<file path="src/rtl/gsu_mem_responder.sv">
// Responder end of the GSU gamepak bus: decodes byte requests onto the ROM or
// RAM pins, runs setup / wait-state access strobes and returns a one-cycle response.
module gsu_mem_responder #(
    parameter int ROM_WAIT = 3,
    parameter int RAM_WAIT = 2
) (
    input  logic        clk,
    input  logic        rst_n,
    input  logic        req_valid,
    output logic        req_ready,
    input  logic [23:0] req_addr,
    input  logic        req_we,
    input  logic [7:0]  req_wdata,
    output logic        rsp_valid,
    output logic [7:0]  rsp_rdata,
    output logic        rsp_err,
    output logic [20:0] rom_addr,
    output logic        rom_oe_n,
    input  logic [7:0]  rom_rdata,
    output logic [16:0] ram_addr,
    output logic [7:0]  ram_wdata,
    output logic        ram_ce_n,
    output logic        ram_oe_n,
    output logic        ram_we_n,
    input  logic [7:0]  ram_rdata
);
    localparam int MAX_WAIT = (ROM_WAIT > RAM_WAIT) ? ROM_WAIT : RAM_WAIT;
    localparam int CNT_W    = $clog2(MAX_WAIT + 1);
    localparam logic [CNT_W-1:0] ROM_LOAD = CNT_W'(ROM_WAIT);
    localparam logic [CNT_W-1:0] RAM_LOAD = CNT_W'(RAM_WAIT);
    localparam logic [CNT_W-1:0] CNT_ONE  = CNT_W'(1);
    localparam logic [CNT_W-1:0] CNT_ZERO = CNT_W'(0);

    typedef enum logic [1:0] {
        ST_IDLE   = 2'd0,
        ST_SETUP  = 2'd1,
        ST_ACCESS = 2'd2,
        ST_RESP   = 2'd3
    } state_t;

    typedef enum logic [1:0] {
        REG_ROM_LO = 2'd0,
        REG_ROM_HI = 2'd1,
        REG_RAM    = 2'd2,
        REG_NONE   = 2'd3
    } region_t;

    function automatic region_t decode_region(input logic [7:0] bank);
        region_t r;
        if (bank[7]) begin
            r = REG_NONE;
        end else if (!bank[6]) begin
            r = REG_ROM_LO;
        end else if (!bank[5]) begin
            r = REG_ROM_HI;
        end else begin
            r = REG_RAM;
        end
        return r;
    endfunction

    // Low ROM banks only expose the upper 32 kB half of each bank, so bit 15 drops out.
    function automatic logic [20:0] rom_phys(input logic [23:0] addr, input region_t r);
        logic [20:0] p;
        if (r == REG_ROM_LO) begin
            p = {addr[21:16], addr[14:0]};
        end else begin
            p = addr[20:0];
        end
        return p;
    endfunction

    state_t           state_r, state_nxt_s;
    region_t          req_region_s;
    logic             hs_s, req_ram_s, req_err_s;
    logic             tgt_ram_s, tgt_we_s, tgt_err_s;
    logic             we_r, err_r, ram_r;
    logic [CNT_W-1:0] cnt_r;
    logic             req_ready_r, rsp_valid_r, rsp_err_r;
    logic [7:0]       rsp_rdata_r, rsp_rdata_nxt_s;
    logic [20:0]      rom_addr_r;
    logic [16:0]      ram_addr_r;
    logic [7:0]       ram_wdata_r;
    logic             rom_oe_n_r, ram_ce_n_r, ram_oe_n_r, ram_we_n_r;
    logic             rom_oe_n_nxt_s, ram_ce_n_nxt_s, ram_oe_n_nxt_s, ram_we_n_nxt_s;

    // Request decode; while idle the live request is the target, afterwards the latched one.
    always_comb begin
        req_region_s = decode_region(req_addr[23:16]);
        hs_s         = req_valid & req_ready_r;
        req_ram_s    = (req_region_s == REG_RAM);
        req_err_s    = (req_region_s == REG_NONE) | (~req_ram_s & req_we);
        if (state_r == ST_IDLE) begin
            tgt_ram_s = req_ram_s;
            tgt_we_s  = req_we;
            tgt_err_s = req_err_s;
        end else begin
            tgt_ram_s = ram_r;
            tgt_we_s  = we_r;
            tgt_err_s = err_r;
        end
    end

    // Next-state logic.
    always_comb begin
        state_nxt_s = state_r;
        case (state_r)
            ST_IDLE: begin
                if (hs_s) begin
                    if (req_err_s) begin
                        state_nxt_s = ST_RESP;
                    end else begin
                        state_nxt_s = ST_SETUP;
                    end
                end else begin
                    state_nxt_s = ST_IDLE;
                end
            end
            ST_SETUP: state_nxt_s = ST_ACCESS;
            ST_ACCESS: begin
                if (cnt_r == CNT_ONE) begin
                    state_nxt_s = ST_RESP;
                end else begin
                    state_nxt_s = ST_ACCESS;
                end
            end
            ST_RESP: state_nxt_s = ST_IDLE;
            default: state_nxt_s = ST_IDLE;
        endcase
    end

    // Strobes and response data are computed for the state being entered, then registered.
    always_comb begin
        rom_oe_n_nxt_s  = 1'b1;
        ram_ce_n_nxt_s  = 1'b1;
        ram_oe_n_nxt_s  = 1'b1;
        ram_we_n_nxt_s  = 1'b1;
        rsp_rdata_nxt_s = rsp_rdata_r;
        case (state_nxt_s)
            ST_SETUP: begin
                rom_oe_n_nxt_s = tgt_ram_s;
                ram_ce_n_nxt_s = ~tgt_ram_s;
                ram_oe_n_nxt_s = ~(tgt_ram_s & ~tgt_we_s);
            end
            ST_ACCESS: begin
                rom_oe_n_nxt_s = tgt_ram_s;
                ram_ce_n_nxt_s = ~tgt_ram_s;
                ram_oe_n_nxt_s = ~(tgt_ram_s & ~tgt_we_s);
                ram_we_n_nxt_s = ~(tgt_ram_s & tgt_we_s);
            end
            ST_RESP: begin
                if (tgt_we_s) begin
                    rsp_rdata_nxt_s = 8'h00;
                end else if (tgt_err_s) begin
                    rsp_rdata_nxt_s = 8'hFF;
                end else if (tgt_ram_s) begin
                    rsp_rdata_nxt_s = ram_rdata;
                end else begin
                    rsp_rdata_nxt_s = rom_rdata;
                end
            end
            default: begin
                rom_oe_n_nxt_s = 1'b1;
            end
        endcase
    end

    // State register.
    always_ff @(posedge clk) begin
        if (!rst_n) begin
            state_r <= ST_IDLE;
        end else begin
            state_r <= state_nxt_s;
        end
    end

    // Wait counter: loaded in SETUP, counts down to one during ACCESS.
    always_ff @(posedge clk) begin
        if (!rst_n) begin
            cnt_r <= CNT_ZERO;
        end else begin
            case (state_r)
                ST_SETUP: cnt_r <= ram_r ? RAM_LOAD : ROM_LOAD;
                ST_ACCESS: begin
                    if (cnt_r != CNT_ONE) begin
                        cnt_r <= cnt_r - CNT_ONE;
                    end else begin
                        cnt_r <= cnt_r;
                    end
                end
                default: cnt_r <= cnt_r;
            endcase
        end
    end

    // Request attributes latched on the handshake.
    always_ff @(posedge clk) begin
        if (!rst_n) begin
            we_r  <= 1'b0;
            err_r <= 1'b0;
            ram_r <= 1'b0;
        end else if (hs_s) begin
            we_r  <= req_we;
            err_r <= req_err_s;
            ram_r <= req_ram_s;
        end else begin
            we_r  <= we_r;
        end
    end

    // Physical address/data registers; held through RESP for write hold time.
    always_ff @(posedge clk) begin
        if (!rst_n) begin
            rom_addr_r  <= 21'h000000;
            ram_addr_r  <= 17'h00000;
            ram_wdata_r <= 8'h00;
        end else if (hs_s && !req_err_s) begin
            if (req_ram_s) begin
                ram_addr_r  <= req_addr[16:0];
                ram_wdata_r <= req_wdata;
            end else begin
                rom_addr_r  <= rom_phys(req_addr, req_region_s);
            end
        end else begin
            rom_addr_r <= rom_addr_r;
        end
    end

    // Registered handshake, response and strobe outputs.
    always_ff @(posedge clk) begin
        if (!rst_n) begin
            req_ready_r <= 1'b1;
            rsp_valid_r <= 1'b0;
            rsp_err_r   <= 1'b0;
            rsp_rdata_r <= 8'h00;
            rom_oe_n_r  <= 1'b1;
            ram_ce_n_r  <= 1'b1;
            ram_oe_n_r  <= 1'b1;
            ram_we_n_r  <= 1'b1;
        end else begin
            req_ready_r <= (state_nxt_s == ST_IDLE);
            rsp_valid_r <= (state_nxt_s == ST_RESP);
            rsp_err_r   <= (state_nxt_s == ST_RESP) & tgt_err_s;
            rsp_rdata_r <= rsp_rdata_nxt_s;
            rom_oe_n_r  <= rom_oe_n_nxt_s;
            ram_ce_n_r  <= ram_ce_n_nxt_s;
            ram_oe_n_r  <= ram_oe_n_nxt_s;
            ram_we_n_r  <= ram_we_n_nxt_s;
        end
    end

    assign req_ready = req_ready_r;
    assign rsp_valid = rsp_valid_r;
    assign rsp_err   = rsp_err_r;
    assign rsp_rdata = rsp_rdata_r;
    assign rom_addr  = rom_addr_r;
    assign rom_oe_n  = rom_oe_n_r;
    assign ram_addr  = ram_addr_r;
    assign ram_wdata = ram_wdata_r;
    assign ram_ce_n  = ram_ce_n_r;
    assign ram_oe_n  = ram_oe_n_r;
    assign ram_we_n  = ram_we_n_r;

endmodule

</file>
<file path="config.mk">
export PLATFORM = sky130hd
export DESIGN_NAME = gsu_mem_responder
export DESIGN_NICKNAME = d
export VERILOG_FILES = /design/src/rtl/gsu_mem_responder.sv
export SDC_FILE = /design/constraint.sdc
export NUM_CORES = 1
export LEC_CHECK = 0
export ABC_CLOCK_PERIOD_IN_PS = 2300
export CORE_MARGIN = 2
export CORE_UTILIZATION = 44
export DETAILED_ROUTE_END_ITERATION = 8
export PLACE_DENSITY_LB_ADDON = 0.1
export RECOVER_POWER = 25
export SYNTH_ARGS = -nofsm -noshare
export SYNTH_HDL_FRONTEND = slang
export SYNTH_SLANG_ARGS = --single-unit
</file>
<file path="constraint.sdc">
create_clock -name clk -period 2.3 [get_ports clk]
set_input_delay 0.23 -clock clk [delete_from_list [all_inputs] [get_ports clk]]
set_output_delay 0.23 -clock clk [all_outputs]
set_load 0.01 [all_outputs]
</file>
==> results of run 1 <==
stage by stage:
step                      total power [mW]  hold slack (ns)  util (%)  worst slack, ns
final                                 2.55            0.391      66.9            0.268
after global routing                  2.70            0.400      66.9           0.0500
after CTS                             2.59            0.372      67.0            0.268
after detailed placement              1.73            0.445      64.3           0.0751
after global placement                1.72            0.441      64.3            0.175
after floorplan                       1.50            0.365         -            0.384
sequential cells by signal (all words and copies together), names as in the netlist, 2 cells and up:
register / count
ram_wdata: 8
rsp_rdata: 8
state_r: 2
rom_addr: 21
ram_addr: 17
cnt_r: 2
cell families (layout without fill, tap and decap cells):
logic type	after synthesis	count (layout)	share of synthesized area [%]
multiplexers	10	10	3.44
AND/OR/NAND/NOR	140	140	21.9
adder cells (fa/ha/maj)	8	8	3.44
buffers and inverters	27	148	5.07
AO/OA/AOI/OAI	79	79	19.4
flip-flops	68	68	46.7
final cells by class:
type / instances / area [um2] / area share, %
Clock inverter: 4 / 25.0 / 0.586
Multi-Input combinational cell: 237 / 1410 / 32.9
Tap cell: 77 / 96.3 / 2.26
Timing Repair Buffer: 126 / 1210 / 28.5
Sequential cell: 68 / 1360 / 31.9
Clock buffer: 12 / 145 / 3.40
Inverter: 6 / 22.5 / 0.527
tightest hold or removal path, cell delays in order:
cell and delay (ns):
buf_2 0.27, nand2_1 0.14, nor2_1 0.04
final timing paths:
path | to | slack [ns]
setup / recovery | rsp_rdata[4] | 0.27
hold / removal | rsp_err | 0.39
hold reg to reg | ram_addr[14] | 0.45
setup reg to reg | rsp_rdata[4] | 0.27
cells in the final DEF, fill, tap and decap left out, drive strengths merged, types with 4 or more instances in the layout:
| master | count |
|---|---|
| nand2 | 95 |
| clkdlybuf4s50 | 85 |
| dfxtp | 68 |
| a21boi | 42 |
| dlygate4sd3 | 26 |
| o21ai | 16 |
| clkbuf | 14 |
| buf | 13 |
| nand2b | 11 |
| nor2b | 10 |
| mux2i | 10 |
| nand3 | 8 |
| a31oi | 8 |
| ha | 8 |
| inv | 6 |
| o211a | 6 |
| nor2 | 4 |
| and2 | 4 |
power by group through the flow:
stage | Sequential [mW] | Clock [mW] | Combinational (mW)
4_1_cts | 1.26 | 0.881 | 0.455
6_report | 1.26 | 0.848 | 0.443
3_3_place_gp | 1.28 | 0 | 0.440
2_1_floorplan | 1.30 | 0 | 0.205
5_1_grt | 1.26 | 0.949 | 0.487
3_5_place_dp | 1.28 | 0 | 0.448
routing by layer:
metal | part of all wire (%) | vias up
met4 | 1.2 | 0
li1 | - | 1340
met5 | 0 | -
met3 | 5.8 | 8
met2 | 47 | 80
met1 | 46 | 1202
==> impl_metrics.tcl, run 1 <==
set metrics [dict create \
    drv_slew 0 \
    yosysSeqAreaShare_pct 46.7 \
    status "complete, no violations" \
    min_from "rst_n" \
    clk_path_buf_depth 2 \
    met1_usage_pct 25.9 \
    rsz0062_at_grt "false" \
    crit_fanout 8 \
    globalRouteOverflowTotal 0 \
    slowest_stage "o21ai_0" \
    netlist.top_cell.by_area "dfxtp_1" \
    antenna_found_initial 0 \
    fin_skew_ns 0.00641 \
    place_area_mm2 0.00411 \
    grtUsageMet3_pct 4.67 \
    place_inst 514 \
    grt.total_usage_pct 20.2 \
    syn_avg_cell_area_um2 8.78 \
    clk_root_buffer_cell "clkbuf_8" \
    wl_mm 7.06 \
    cts_made_buffers 9 \
    finalCritPeriodShare_pct 88.3 \
    p_sw_mw 0.661 \
    yosysWarningCount 0 \
    critical_path_buf_inv_count 1 \
    whs_path_depth 3 \
    syn_to_final_growth_pct 46.5 \
    place_congestion 0.836 \
    clk-insertion-delay-late_ns 0.33 \
    tns_ns 0 \
    grt_pass1_wl_mm 11.7 \
    fp.coreArea_mm2 0.00639 \
    max-vdd-ir-drop_mv 0.409 \
    hold_viol 0 \
    clkTransAtPathRegs_ns 0.07 \
    syn-cell-area_mm2 0.00291 \
    ioPinCount 113 \
    rows 29 \
    cts_tree "built" \
    port_buffers 112 \
    power_leakage_nw 1.73 \
    cts_hold_buf 0 \
    nets 508 \
    grt_max_degree 36 \
    crit_path_start_kind "flip-flop" \
    required_ns 2.55 \
    postCtsSetupBuffers 0 \
    tightest_slew_ns 0.555 \
    crit_cells 7 \
    hp-class "in2reg" \
    clock_power_share_pct 33.3 \
    vias 2630 \
    setup_viol 0 \
    yosys-top-cells-count "94 x nand2_1, 68 x dfxtp_1, 22 x a21boi_0" \
    die_w_um 85.4 \
    postSynthCellCount 332 \
    yosysMostFrequentCell "nand2_1" \
    p_int_mw 1.89 \
    antennaDiodeCount 0 \
    power_frac_seq_pct 49.3 \
    drv_cap 0 \
    fillers 541 \
    busiest_layer "met2" \
    synth_ff_type "dfxtp_1" \
    h-tree-depth 3 \
    syn_nets 392 \
    async_flop_share_pct 0 \
    combPwrFrac_pct 17.4 \
    drive_above_1_share_pct 7.28 \
    critical_path_class "reg2reg" \
    first_pass_iters 4 \
    cts.sinks 68 \
    switching_share_pct 26.0 \
    slowest_delay_ns 0.39 \
    cp_data_arrival_time_ns 2.28 \
    fp.dieH_um 85.4 \
    cts_resized 0 \
    r2r-start "state_r[0]" \
    synth_edf_count 0 \
    drc_errors 0 \
    grt_pass1_vias 2483 \
    synthTopCellsByArea "dfxtp_1 47%, nand2_1 12%, a21boi_0 5.7%" \
    fp.dieArea_mm2 0.00729 \
    ant_nets 0 \
    synth-seq-cells 68 \
    fin_cells 530 \
    crit_start "state_r[0]" \
    period_needed_ns 2.03 \
    synth_top_area_share_pct 46.7 \
    fmax_mhz 492 \
    dp_hpwl_mm 5.00 \
    drt_iter0_drc 79 \
    path_delay_family "compound AO/OA/AOI/OAI gates" \
    vias_per_cell 4.96 \
    power.density_mw_per_mm2 597 \
    cp_cell_sequence "inv_1 > ha_1 > o21ai_0 > ha_1 > and2_1 > o21ai_0 > a31oi_1" \
    critPathCaptureType "flip-flop" \
    maxSlewHeadroom_pct 63.0 \
    wire_per_inst_um 13.3 \
    final_area_mm2 0.00427 \
    grt_use_met2_pct 32.3 \
    reg2reg_depth 7 \
    synthDistinctLibCells 34 \
    initial_core_util_pct 45.6 \
]
Note: power is estimated with default switching activity, not from simulation.
==> run 2, diff against run 1 <==
- PLACE_DENSITY: default -> 0.81
- PLACE_DENSITY_LB_ADDON: 0.1 -> default
==> run 2 against run 1 <==
Against the previous run: hold slack improved by 0.016 ns; routed wire length increased by 1.3%; sequential share of layout area decreased by 0.49 points; die area unchanged; utilization increased by 1.0 points; setup slack improved by 0.022 ns; clock skew about the same; maximum frequency increased by 1.1%; highest routed layer unchanged.
==> impl_metrics.tcl, run 2 (same netlist as run 1, synthesis figures left out) <==
set metrics [dict create \
    cp_data_arrival_time_ns 2.27 \
    cp_cell_sequence "inv_1 > ha_1 > nand3_1 > a2bb2oi_1 > inv_1 > ha_1 > buf_4 > nor2b_1 > o21ai_0 > a31oi_1" \
    busiest_layer "met2" \
    fp.dieArea_mm2 0.00729 \
    antennaDiodeCount 0 \
    slowest_delay_ns 0.34 \
    fin_ws_ns 0.290 \
    path_delay_family "adder cells" \
    rsz0062_at_grt "false" \
    ant_nets 0 \
    status "complete, no violations" \
    critical_path_buf_inv_count 3 \
    power.density_mw_per_mm2 643 \
    hold_ws_ns 0.407 \
    hp-class "in2reg" \
    clk_path_buf_depth 2 \
    reg2reg_depth 10 \
    clk-insertion-delay-late_ns 0.33 \
    drv_slew 0 \
    crit_path_start_kind "flip-flop" \
    largest_reg_flops 21 \
    syn_to_final_growth_pct 48.8 \
    power_leakage_nw 1.75 \
    place_congestion 0.820 \
    port_buffers 112 \
    rows 29 \
    ioPinCount 113 \
    fillers 537 \
    critical_path.endpoint "rsp_rdata[6]" \
    met1_usage_pct 24.4 \
    nets 508 \
    vias 2694 \
    globalRouteOverflowTotal 0 \
    critical_path_class "reg2reg" \
    h-tree-depth 3 \
    slowest_stage "dfxtp_1" \
    finalCritPeriodShare_pct 87.4 \
    setup_viol 0 \
    initial_core_util_pct 45.6 \
    wire_per_inst_um 13.5 \
    die_w_um 85.4 \
    fin_cells 530 \
    antenna_found_initial 0 \
    grt_pass1_wl_mm 12.1 \
    cts_made_buffers 9 \
    cts_tree "built" \
    fp.dieH_um 85.4 \
    postCtsSetupBuffers 0 \
    crit_cells 10 \
    drc_errors 0 \
    maxSlewHeadroom_pct 51.6 \
    required_ns 2.56 \
    drv_cap 0 \
    fp.coreArea_mm2 0.00639 \
    r2r-start "state_r[0]" \
    fmax_mhz 498 \
    cts.sinks 68 \
    reg2reg_slack_ns 0.29 \
    place_inst 514 \
    clkTransAtPathRegs_ns 0.07 \
    crit_fanout 15 \
    vias_per_cell 5.08 \
    grt_max_degree 42 \
    grt.total_usage_pct 20.6 \
    grt_use_met2_pct 36.3 \
    drive_above_1_share_pct 7.51 \
    critPathCaptureType "flip-flop" \
    tightest_slew_ns 0.725 \
    dp_hpwl_mm 5.25 \
    first_pass_iters 4 \
    preCtsSetupSlack_ns 0.0480 \
    drt_iter0_drc 95 \
    tns_ns 0 \
    final_common_cell "nand2_1" \
    r2r-end "rsp_rdata[6]" \
    grt_pass1_vias 2681 \
    layout_common_cells "94 x nand2_1, 86 x clkdlybuf4s50_1, 68 x dfxtp_1" \
    max-vdd-ir-drop_mv 0.379 \
    hold_viol 0 \
    crit_start "state_r[0]" \
    clk_root_buffer_cell "clkbuf_8" \
    fin_skew_ns 0.00683 \
    period_needed_ns 2.01 \
    wl_mm 7.16 \
    grtUsageMet3_pct 4.86 \
]
## run 2: cell type report
class / count / area (um2) / share of cell area (%)
Tap cell: 77 / 96.3 / 2.22
Timing Repair Buffer: 126 / 1230 / 28.3
Clock buffer: 10 / 138 / 3.17
Sequential cell: 68 / 1360 / 31.4
Clock inverter: 6 / 87.6 / 2.02
Inverter: 6 / 22.5 / 0.519
Multi-Input combinational cell: 237 / 1410 / 32.4
## run 2: metrics by stage
stage	util, %	total power, mW	instance area [um2]
2_1_floorplan	-	1.50	2910
3_3_place_gp	64.5	1.72	4120
3_5_place_dp	64.5	1.73	4120
4_1_cts	68.0	2.83	4340
5_1_grt	67.9	2.92	4340
6_report	67.9	2.79	4340
## run 2: how the worst min path moves through the flow
stage / startpoint / to / slack, ns / cells after the start
after global placement: ram_addr[12] / ram_addr[12] / 0.44 / 2
after floorplan: req_addr[0] / ram_addr[0] / 0.36 / 2
after global routing: rst_n / req_ready / 0.42 / 2
final: rst_n / req_ready / 0.41 / 2
after CTS: rst_n / req_ready / 0.38 / 2
after detailed placement: ram_addr[5] / ram_addr[5] / 0.45 / 2
## run 2: layer usage
metal / vias up / wire, um
li1: 1346 / -
met1: 1258 / 3240
met2: 78 / 3510
met3: 12 / 295
met4: 0 / 116
met5: - / 0
## run 2: timing repair
action	4_1_cts	5_1_grt
hold buffers	0	0
resized for setup	0	1
endpoints found under the setup margin	0	7
## run 2: report_power, final
part,internal [mW],switching [mW]
Combinational,0.242,0.200
Clock,0.638,0.452
Sequential,1.23,0.0292
==> run 3, diff against run 2 <==
- CTS_CLUSTER_SIZE: default -> 16
==> results of run 3 <==
The final DEF is identical to that of run 2; final timing and power are the same.
